<file path="src/rtl/data_mem_pkg.sv">
// Shared definitions for the data-side memory controller.
//   WORD_SIZE   : default data/address width
//   mem_state_t : controller FSM states
//   mem_cmd_t   : request command, encoded as {WriteData, ReadData}
package data_mem_pkg;

    localparam int WORD_SIZE = 16;

    typedef enum logic {
        IDLE = 1'b0,
        WAIT = 1'b1
    } mem_state_t;

    typedef enum logic [1:0] {
        CMD_NONE  = 2'b00,
        CMD_READ  = 2'b01,
        CMD_WRITE = 2'b10,
        CMD_BOTH  = 2'b11
    } mem_cmd_t;

    function automatic mem_cmd_t encode_cmd(input logic write, input logic read);
        return mem_cmd_t'({write, read});
    endfunction

endpackage

</file>
<file path="src/rtl/data_mem_array.sv">
// Word-addressed RAM behind the data controller.
// Asynchronous read, synchronous write, no reset (contents survive reset).
//   clk   : clock
//   we    : write enable, commits wdata to mem[addr] on the rising edge
//   addr  : word address (shared by read and write)
//   wdata : write data
//   rdata : mem[addr], combinational
module data_mem_array #(
    parameter int WIDTH = 16,
    parameter int DEPTH = 256,
    parameter int AW    = (DEPTH > 1) ? $clog2(DEPTH) : 1
) (
    input  logic             clk,
    input  logic             we,
    input  logic [AW-1:0]    addr,
    input  logic [WIDTH-1:0] wdata,
    output logic [WIDTH-1:0] rdata
);

    logic [WIDTH-1:0] mem [DEPTH];

    always_ff @(posedge clk) begin
        if (we) begin
            mem[addr] <= wdata;
        end
    end

    assign rdata = mem[addr];

endmodule

</file>
<file path="src/rtl/data_mem_ctrl.sv">
// Data-side memory controller sitting after the processor Memory stage.
// Adds a fixed LATENCY of wait cycles to every access and stalls the
// processor through DataWaitreq while the access is in flight.
//
// Handshake: a request is active while ReadData or WriteData is 1. The
// processor holds command, address and write data stable while DataWaitreq
// is 1. The cycle where the request is active and DataWaitreq is 0 is the
// completion cycle: DataIn carries read data only then, and a write commits
// on the edge that ends it.
//
// Ports:
//   Clock, Reset  : clock, synchronous active-high reset
//   DataAddr      : word address of the request
//   DataOut       : write data from the processor
//   ReadData      : read request
//   WriteData     : write request (wins when both are set)
//   DataIn        : read data, zero outside a read completion cycle
//   DataWaitreq   : combinational stall request
//   AccessError   : sticky flag for out-of-range or read+write requests
//   ClearError    : clears AccessError on the next edge (a new error wins)
module data_mem_ctrl #(
    parameter int WORD_SIZE = data_mem_pkg::WORD_SIZE,
    parameter int DEPTH     = 256,
    parameter int LATENCY   = 2
) (
    input  logic                 Clock,
    input  logic                 Reset,
    input  logic [WORD_SIZE-1:0] DataAddr,
    input  logic [WORD_SIZE-1:0] DataOut,
    input  logic                 ReadData,
    input  logic                 WriteData,
    output logic [WORD_SIZE-1:0] DataIn,
    output logic                 DataWaitreq,
    output logic                 AccessError,
    input  logic                 ClearError
);

    import data_mem_pkg::*;

    localparam int                 AW       = (DEPTH > 1) ? $clog2(DEPTH) : 1;
    localparam logic [WORD_SIZE:0] DEPTH_W  = (WORD_SIZE + 1)'(DEPTH);
    localparam logic [3:0]         CNT_INIT = (LATENCY > 0) ? 4'(LATENCY - 1) : 4'd0;

    mem_state_t           state, state_n;
    logic [3:0]           cnt, cnt_n;
    logic [WORD_SIZE-1:0] addr_q, addr_n;
    mem_cmd_t             cmd_q, cmd_n;

    mem_cmd_t             cmd_now;
    logic                 active;
    logic                 in_range;
    logic                 complete;
    logic                 wait_req;
    logic                 mem_we;
    logic                 err_set;
    logic [WORD_SIZE-1:0] rdata;

    assign cmd_now  = encode_cmd(WriteData, ReadData);
    assign active   = (cmd_now != CMD_NONE);
    assign in_range = ({1'b0, DataAddr} < DEPTH_W);

    // Next state and handshake outputs. Reset forces the outputs quiet in the
    // same cycle, even mid-WAIT, so nothing completes or commits.
    always_comb begin
        state_n  = state;
        cnt_n    = cnt;
        addr_n   = addr_q;
        cmd_n    = cmd_q;
        wait_req = 1'b0;
        complete = 1'b0;
        if (!Reset) begin
            case (state)
                IDLE: begin
                    if (active) begin
                        if (LATENCY == 0) begin
                            complete = 1'b1;
                        end else begin
                            wait_req = 1'b1;
                            cnt_n    = CNT_INIT;
                            addr_n   = DataAddr;
                            cmd_n    = cmd_now;
                            state_n  = WAIT;
                        end
                    end
                end
                WAIT: begin
                    if (!active) begin
                        // Processor withdrew the request: abort without writing.
                        state_n = IDLE;
                    end else if ((DataAddr != addr_q) || (cmd_now != cmd_q)) begin
                        // A different request replaced the held one: start over.
                        wait_req = 1'b1;
                        cnt_n    = CNT_INIT;
                        addr_n   = DataAddr;
                        cmd_n    = cmd_now;
                    end else if (cnt == 4'd0) begin
                        complete = 1'b1;
                        state_n  = IDLE;
                    end else begin
                        wait_req = 1'b1;
                        cnt_n    = cnt - 4'd1;
                    end
                end
                default: begin
                    state_n = IDLE;
                end
            endcase
        end
    end

    always_ff @(posedge Clock) begin
        if (Reset) begin
            state  <= IDLE;
            cnt    <= 4'd0;
            addr_q <= '0;
            cmd_q  <= CMD_NONE;
        end else begin
            state  <= state_n;
            cnt    <= cnt_n;
            addr_q <= addr_n;
            cmd_q  <= cmd_n;
        end
    end

    // Read+write is treated as a write, so WriteData alone selects the write.
    assign mem_we  = complete && WriteData && in_range;
    assign err_set = complete && ((cmd_now == CMD_BOTH) || !in_range);

    always_ff @(posedge Clock) begin
        if (Reset) begin
            AccessError <= 1'b0;
        end else if (err_set) begin
            AccessError <= 1'b1;
        end else if (ClearError) begin
            AccessError <= 1'b0;
        end
    end

    data_mem_array #(
        .WIDTH (WORD_SIZE),
        .DEPTH (DEPTH),
        .AW    (AW)
    ) u_array (
        .clk   (Clock),
        .we    (mem_we),
        .addr  (DataAddr[AW-1:0]),
        .wdata (DataOut),
        .rdata (rdata)
    );

    assign DataWaitreq = wait_req;
    assign DataIn      = (complete && (cmd_now == CMD_READ) && in_range) ? rdata : '0;

endmodule

</file>
<file path="config.mk">
export PLATFORM = sky130hd
export DESIGN_NAME = data_mem_ctrl
export DESIGN_NICKNAME = d
export VERILOG_FILES = /design/src/rtl/data_mem_pkg.sv /design/src/rtl/data_mem_array.sv /design/src/rtl/data_mem_ctrl.sv
export SDC_FILE = /design/constraint.sdc
export NUM_CORES = 2
export LEC_CHECK = 0
export CAP_MARGIN = 20
export CORE_AREA = 3 3 531 533
export DETAILED_ROUTE_END_ITERATION = 6
export DIE_AREA = 0 0 534 536
export PLACE_DENSITY = 0.75
export SLEW_MARGIN = 0
export SYNTH_ARGS = -nofsm -noshare
export SYNTH_HDL_FRONTEND = slang
export SYNTH_SLANG_ARGS = --single-unit
</file>
<file path="constraint.sdc">
create_clock -name Clock -period 3.7 [get_ports Clock]
set_input_delay 0.74 -clock Clock [delete_from_list [all_inputs] [get_ports Clock]]
set_output_delay 0.74 -clock Clock [all_outputs]
set_load 0.01 [all_outputs]
</file>
Word level (Yosys, flattened, before mapping). Memory sizes are Yosys's and may differ from the RTL's. Index checks and enable logic that the tools add are counted.

Logic and storage cells: 59. Register bits: 24. Output and inout bits: 18. RAM bits: 4096. Input bits: 37. Memories: 1.

Memory list: u_array.mem (words 256, bits a word 16, rd ports 1, clocked after Yosys merged registers in 0, wr ports 1, line data_mem_array.sv:20) `logic [WIDTH-1:0] mem [DEPTH];`.

Bitwise operators: 1. Muxes and demuxes: 29. Equality and inequality tests: 8. Order comparisons: 1. Add/sub/neg operators: 1. Reductions and logical operators: 13.

Operators by type and width (count): 16-bit 2-to-1 mux (4); 16-bit case mux with 2 select lines (1); 16-bit by 9-bit < comparator with 1-bit output, second input constant (1); 4-bit 2-to-1 mux (4); 16-bit inequality test (1); 1-bit 2-to-1 mux (14); 4-bit case mux with 2 select lines (1); 2-bit 2-to-1 mux (3); 3-bit AND reduction (2); 1-bit logical AND (5); 4-bit logical NOT (1); 2-bit by 1-bit inequality test with 1-bit output, second input constant (2); 2-bit case mux with 2 select lines (1); 2-bit nonzero test (2); 4-bit by 1-bit subtractor with 4-bit output, second input constant (1); 3-bit inequality test, second input constant (1); 2-bit by 1-bit equality test with 1-bit output, second input constant (1); 2-bit equality test, second input constant (1); 1-bit logical OR (2); 2-bit inequality test (1); 2-bit inequality test, second input constant (1); 1-bit case mux with 2 select lines (1); 1-bit logical NOT (1); 1-bit inverter (1).

Depth between registers and ports, before layout.
Word-level depth: 10. Gate-level depth with buffers: 13. Mapped depth without buffers: 10.

Hierarchy. From an unflattened synthesis, not the netlist that was laid out.

Cell total of the unflattened synthesis: 6883. Area total of the unflattened synthesis: 156597.7 um^2.

Modules (own cells, without submodules): data_mem_array (times used 1, cells each 6711, sequential area each 122998.0 um^2, area each 155078.7 um^2); data_mem_ctrl (times used 1, cells each 172, sequential area each 480.5 um^2, area each 1519.0 um^2).

Least setup slack after synthesis. No wires, ideal clock.

Path kind: input-to-reg. From: input DataAddr[2]. To: memory u_array.mem[70][0] (enable). Slack: -0.164 ns. Data arrival time: 3.476 ns. Library setup time: 0.389 ns. Data required time: 3.311 ns. Cell stages on the path: 11. Buffers on the path: 3. Cells stage by stage: buf_2 -> xor2_1 -> nor4_1 -> nand4_1 -> or4_1 -> nor4b_1 -> buf_2 -> and2_4 -> nand2_4 -> buf_6 -> nor2_1.

Cells in the longest elaborated chain, start to end: 10. Elaborated cells on any way between the ends: 11. Classes of those cells: 1 x order compare; 1 x eq/ne; 6 x mux; 3 x reduce/logical.

RTL lines: start: declaration (line data_mem_ctrl.sv:28) `input logic [WORD_SIZE-1:0] DataAddr,`; 16-bit inequality test (line data_mem_ctrl.sv:90) `end else if ((DataAddr != addr_q) || (cmd_now != cmd_q)) begin`; 1-bit logical OR (line data_mem_ctrl.sv:90); 1-bit 2-to-1 mux (line data_mem_ctrl.sv:90); 1-bit 2-to-1 mux (line data_mem_ctrl.sv:87) `if (!active) begin`; 1-bit 2-to-1 mux (line data_mem_ctrl.sv:72) `case (state)`; 1-bit 2-to-1 mux (line data_mem_ctrl.sv:71) `if (!Reset) begin`; 1-bit logical AND (2 in a row) (line data_mem_ctrl.sv:126) `assign mem_we = complete && WriteData && in_range;`; 1-bit 2-to-1 mux (line data_mem_array.sv:23) `if (we) begin`; 1-bit 2-to-1 mux (not written as such) (line data_mem_array.sv:24) `mem[addr] <= wdata;`; end: declaration (line data_mem_array.sv:20).

Several ways; a longest one is shown, not always the timed one.

Worst setup path after layout.
From: register cnt[0]. To: output DataIn[9].

Cells in the longest elaborated chain, start to end: 9.

RTL lines: start: declaration (line data_mem_ctrl.sv:45) `logic [3:0] cnt, cnt_n;`; start signal: assignment (line data_mem_ctrl.sv:119) `cnt <= cnt_n;`; 4-bit logical NOT (line data_mem_ctrl.sv:96) `end else if (cnt == 4'd0) begin`; 1-bit 2-to-1 mux (line data_mem_ctrl.sv:96); 1-bit 2-to-1 mux (line data_mem_ctrl.sv:90); 1-bit 2-to-1 mux (line data_mem_ctrl.sv:87); 1-bit 2-to-1 mux (line data_mem_ctrl.sv:72); 1-bit 2-to-1 mux (line data_mem_ctrl.sv:71); 1-bit logical AND (2 in a row) (line data_mem_ctrl.sv:152) `assign DataIn = (complete && (cmd_now == CMD_READ) && in_range) ? rdata : '0;`; 16-bit 2-to-1 mux (line data_mem_ctrl.sv:152); end: declaration (line data_mem_ctrl.sv:32) `output logic [WORD_SIZE-1:0] DataIn,`.

No other way between the ends.

==> metrics.md <==
| Metric | Value |
|---|---|
| Outcome | finished, violations left |
| Failing checks | DRC, setup timing |
| Post-Route WL | between 400 and 500 mm |
| Unrepaired setup endpoints after global routing | true |
| Number of global-route vias before repair | 82,178 |
| Post-Syn Instances | 6,654 |
| PD cells | 519 mW/mm^2 |
| Worst-path clk slew | 0.06 ns |
| # H-tree levels | 5 |
| Starting Density | 57.0% |
| Final net count | 7,849 |
| Maximum clock insertion buffer count | 4 |
| Avg WL per Cell | 37.8 um |
| Crit-path max FO | 4 |
| Commonest cells in the netlist | 4,096 x edfxtp_1, 1,192 x mux4_2, 318 x nor2_1 |
| Site row count | 193 |
| Syn_area_per_cell | 23.7 um^2 |
| Die height | 536 um |
| Clock sinks | 4,120 |
| HPWL after detailed placement | 261 mm |
| Fin crit share | 130% |
| Via-to-Cell Ratio | 6.90 |
| Synth cell types | 67 |
| Total number of vias | 81,896 |
| Fin cells | roughly 12,000 |
| Top Ports | 55 |
| Gpl congestion | 1.05 |
| Drt first pass iters | 7 |
| Final setup viols | 16 |
| Hold/Removal Path Class | in -> reg |
| Clock Tree Root | clkbuf_16 |
| Grt ovf | 0 |
| CTS Buf Count | 393 |
| WP data arrival | between 4 and 5 ns |
| Die Wd | 534 um |
| Tightest Pin Transition | 1.25 ns |
| Worst vdd ir | 0.000483 V |
| Worst endpoint required time | 2.96 ns |
| Reg-to-reg startpoint | cnt[0]$_SDFFE_PP0P_ |
| Critical path capture point type | primary output |
| Gr usage total | 31.5% |
| Max_slew headroom | 16.9% |
| CTS tree | done |
| Dpl cells | 11,105 |
| Count leader, synth | edfxtp_1 |
| Total power | 97.6 mW |
| Share of cells above drive strength 1 | around two fifths |
| Setup ws final | -1.11 ns |
| Synthesized Nets | roughly 6,700 |
| Crit path launch | cnt[0]$_SDFFE_PP0P_ |
| Clock Latency Late Sink | roughly 0.98 ns |
| Leak pwr | about 60 nW |
| Residual DRC | 1 |
| Core ar. | 0.277 mm^2 |
| Largest area contributor in the netlist | edfxtp_1 |
| Synth area leaders | edfxtp_1 78%, mux4_2 17%, nor2_1 0.76%, mux2i_1 0.64%, buf_2 0.47% |
| WS Path Type | reg -> out |
| Number of synthesized register bits | around 4,100 |
| Number of I/O port buffers | 54 |
| Startpoint type of the worst setup path | flip-flop |
| Number of synthesized flops with an enable pin | just over 4,000 |
| Ys Warns | 0 |
| Placed cell area | approximately 0.17 mm^2 |
| Die Area | roughly 0.29 mm^2 |
| Post-synth top area share | 77.9% |
| Remaining antenna violation count after routing | 0 |
| Max-cap violations | 0 |
| Initial antenna violation count | 24 |
| Seq/Total Area, Yosys | 78.2% |
| Largest net degree at the start of global routing | 135 |
| Post-synth ARST share | 0% |
| Final instance area | between 0.15 and 0.2 mm^2 |
| HP Start | DataAddr[3] |
| Tmin final | 4.81 ns |
| DRT iter0 DRCs | 13,710 |
| Area Growth Syn to Fin | 19.1% |
| Fmax | 208 MHz |
| Clock skew | 0.0870 ns |
| First-pass GRT wire length | 632 mm |
| Fin. Hold Viols | 0 |
| Slew Limit Fails | 0 |
| Most common flop cell mapped by yosys | edfxtp_1 |
| Mapped cell area | 0.158 mm^2 |
-- sequential cells by signal (all words and copies together) (netlist names) --
register,cells
state,1
addr_q,16
cnt,4
cmd_q,2
u_array.mem,4096
AccessError,1
-- critical path, cell delays in order, from the launching register on --
cell,delay [ns]
dfxtp_2,0.32
inv_2,0.07
ha_4,0.13
inv_2,0.03
or3_4,0.33
or4_4,0.42
or4_4,0.55
buf_6,0.17
a31oi_4,0.14
o311ai_2,0.13
nor4_2,0.29
buf_4,0.19
o211a_4,0.21
buf_6,0.11
-- area by class of cell --
| type | instances | area, um^2 |
|---|---|---|
| Antenna cell | 22 | 55.1 |
| Clock buffer | 458 | 10200 |
| Clock inverter | 268 | 2890 |
| Fill cell | 15824 | 88900 |
| Inverter | 9 | 41.3 |
| Multi-Input combinational cell | 2161 | 33400 |
| Sequential cell | 4120 | 123000 |
| Tap cell | 3705 | 4640 |
| Timing Repair Buffer | 1126 | 13400 |
-- report_power, final --
group | leakage [nW] | internal, mW | switching (mW)
logic | 16.7 | 2.18 | 3.23
registers | 37.0 | 51.3 | 0.00982
clock network | 6.33 | 23.3 | 17.6
total | 60.0 | 76.7 | 20.9
-- repair_timing --
action                     in CTS  in global routing
setup endpoints to repair      17                 50
gates resized for setup       179                 22
hold buffers                    0                  0
cloned                          1                  1
buffers inserted               14                  5
pin swaps                      29                 14
-- kinds of logic after synthesis --
| group | after synthesis | share of synthesized area, % |
|---|---|---|
| compound gates | 300 | 1.37 |
| fa+ha+maj | 2 | 0.0143 |
| mux | 1300 | 17.7 |
| buf+inv | 373 | 1.15 |
| xor+xnor | 20 | 0.111 |
| flops | 4120 | 78.2 |
| simple gates | 539 | 1.48 |
-- per-layer routing --
layer	track usage (%)	up-vias	part of all wire [%]
met3	9.78	1157	13
li1	-	31031	-
met1	42.0	42914	34
met5	0	-	0.0060
met2	48.2	6792	47
met4	15.0	2	5.6
-- through the flow --
| stage | setup WS, ns | util (%) | hold WS [ns] | TNS, ns |
|---|---|---|---|---|
| floorplan | -0.164 | - | 0.448 | -416.07 |
| global placement | -1.94 | 62.9 | 0.462 | -2551.53 |
| detailed placement | -1.85 | 62.9 | 0.470 | -2475.01 |
| CTS | -1.10 | 67.8 | 0.161 | -14.54 |
| global route | -1.15 | 67.9 | 0.189 | -15.54 |
| finish | -1.11 | 67.9 | 0.211 | -14.81 |
-- path summary, 6_finish.rpt --
kind	to	slack [ns]	depth (start not counted)
worst min-delay path	addr_q[3]$_SDFFE_PP0P_	0.21	3
worst max-delay path	DataIn[9]	-1.11	13
worst max register to register	u_array.mem[28][3]$_DFFE_PP_	0.15	13
worst min register to register	cmd_q[1]$_SDFFE_PP0P_	0.48	2
-- placed cells by master, fill, tap and decap left out, types with 10 or more instances in the layout --
cell type / count
and2_1: 10
a22o_1: 17
clkbuf_16: 399
nand2_1: 81
a22oi_1: 89
buf_12: 360
dfxtp_1: 22
clkbuf_1: 60
mux4_2: 1192
clkinv_2: 74
mux2i_1: 100
nand3_1: 30
a21oi_1: 53
buf_4: 691
diode_2: 22
nand2_2: 10
nor3_1: 20
nor2_2: 115
clkinv_1: 93
clkbuf_8: 16
buf_6: 30
nand2b_1: 10
clkdlybuf4s50_1: 15
bufinv_16: 49
o22ai_1: 16
o21ai_0: 23
xor2_1: 14
edfxtp_1: 4096
a221oi_1: 16
a211oi_1: 10
clkinvlp_4: 23
nor2_1: 198
No activity file was read; power rests on OpenSTA's default activity.
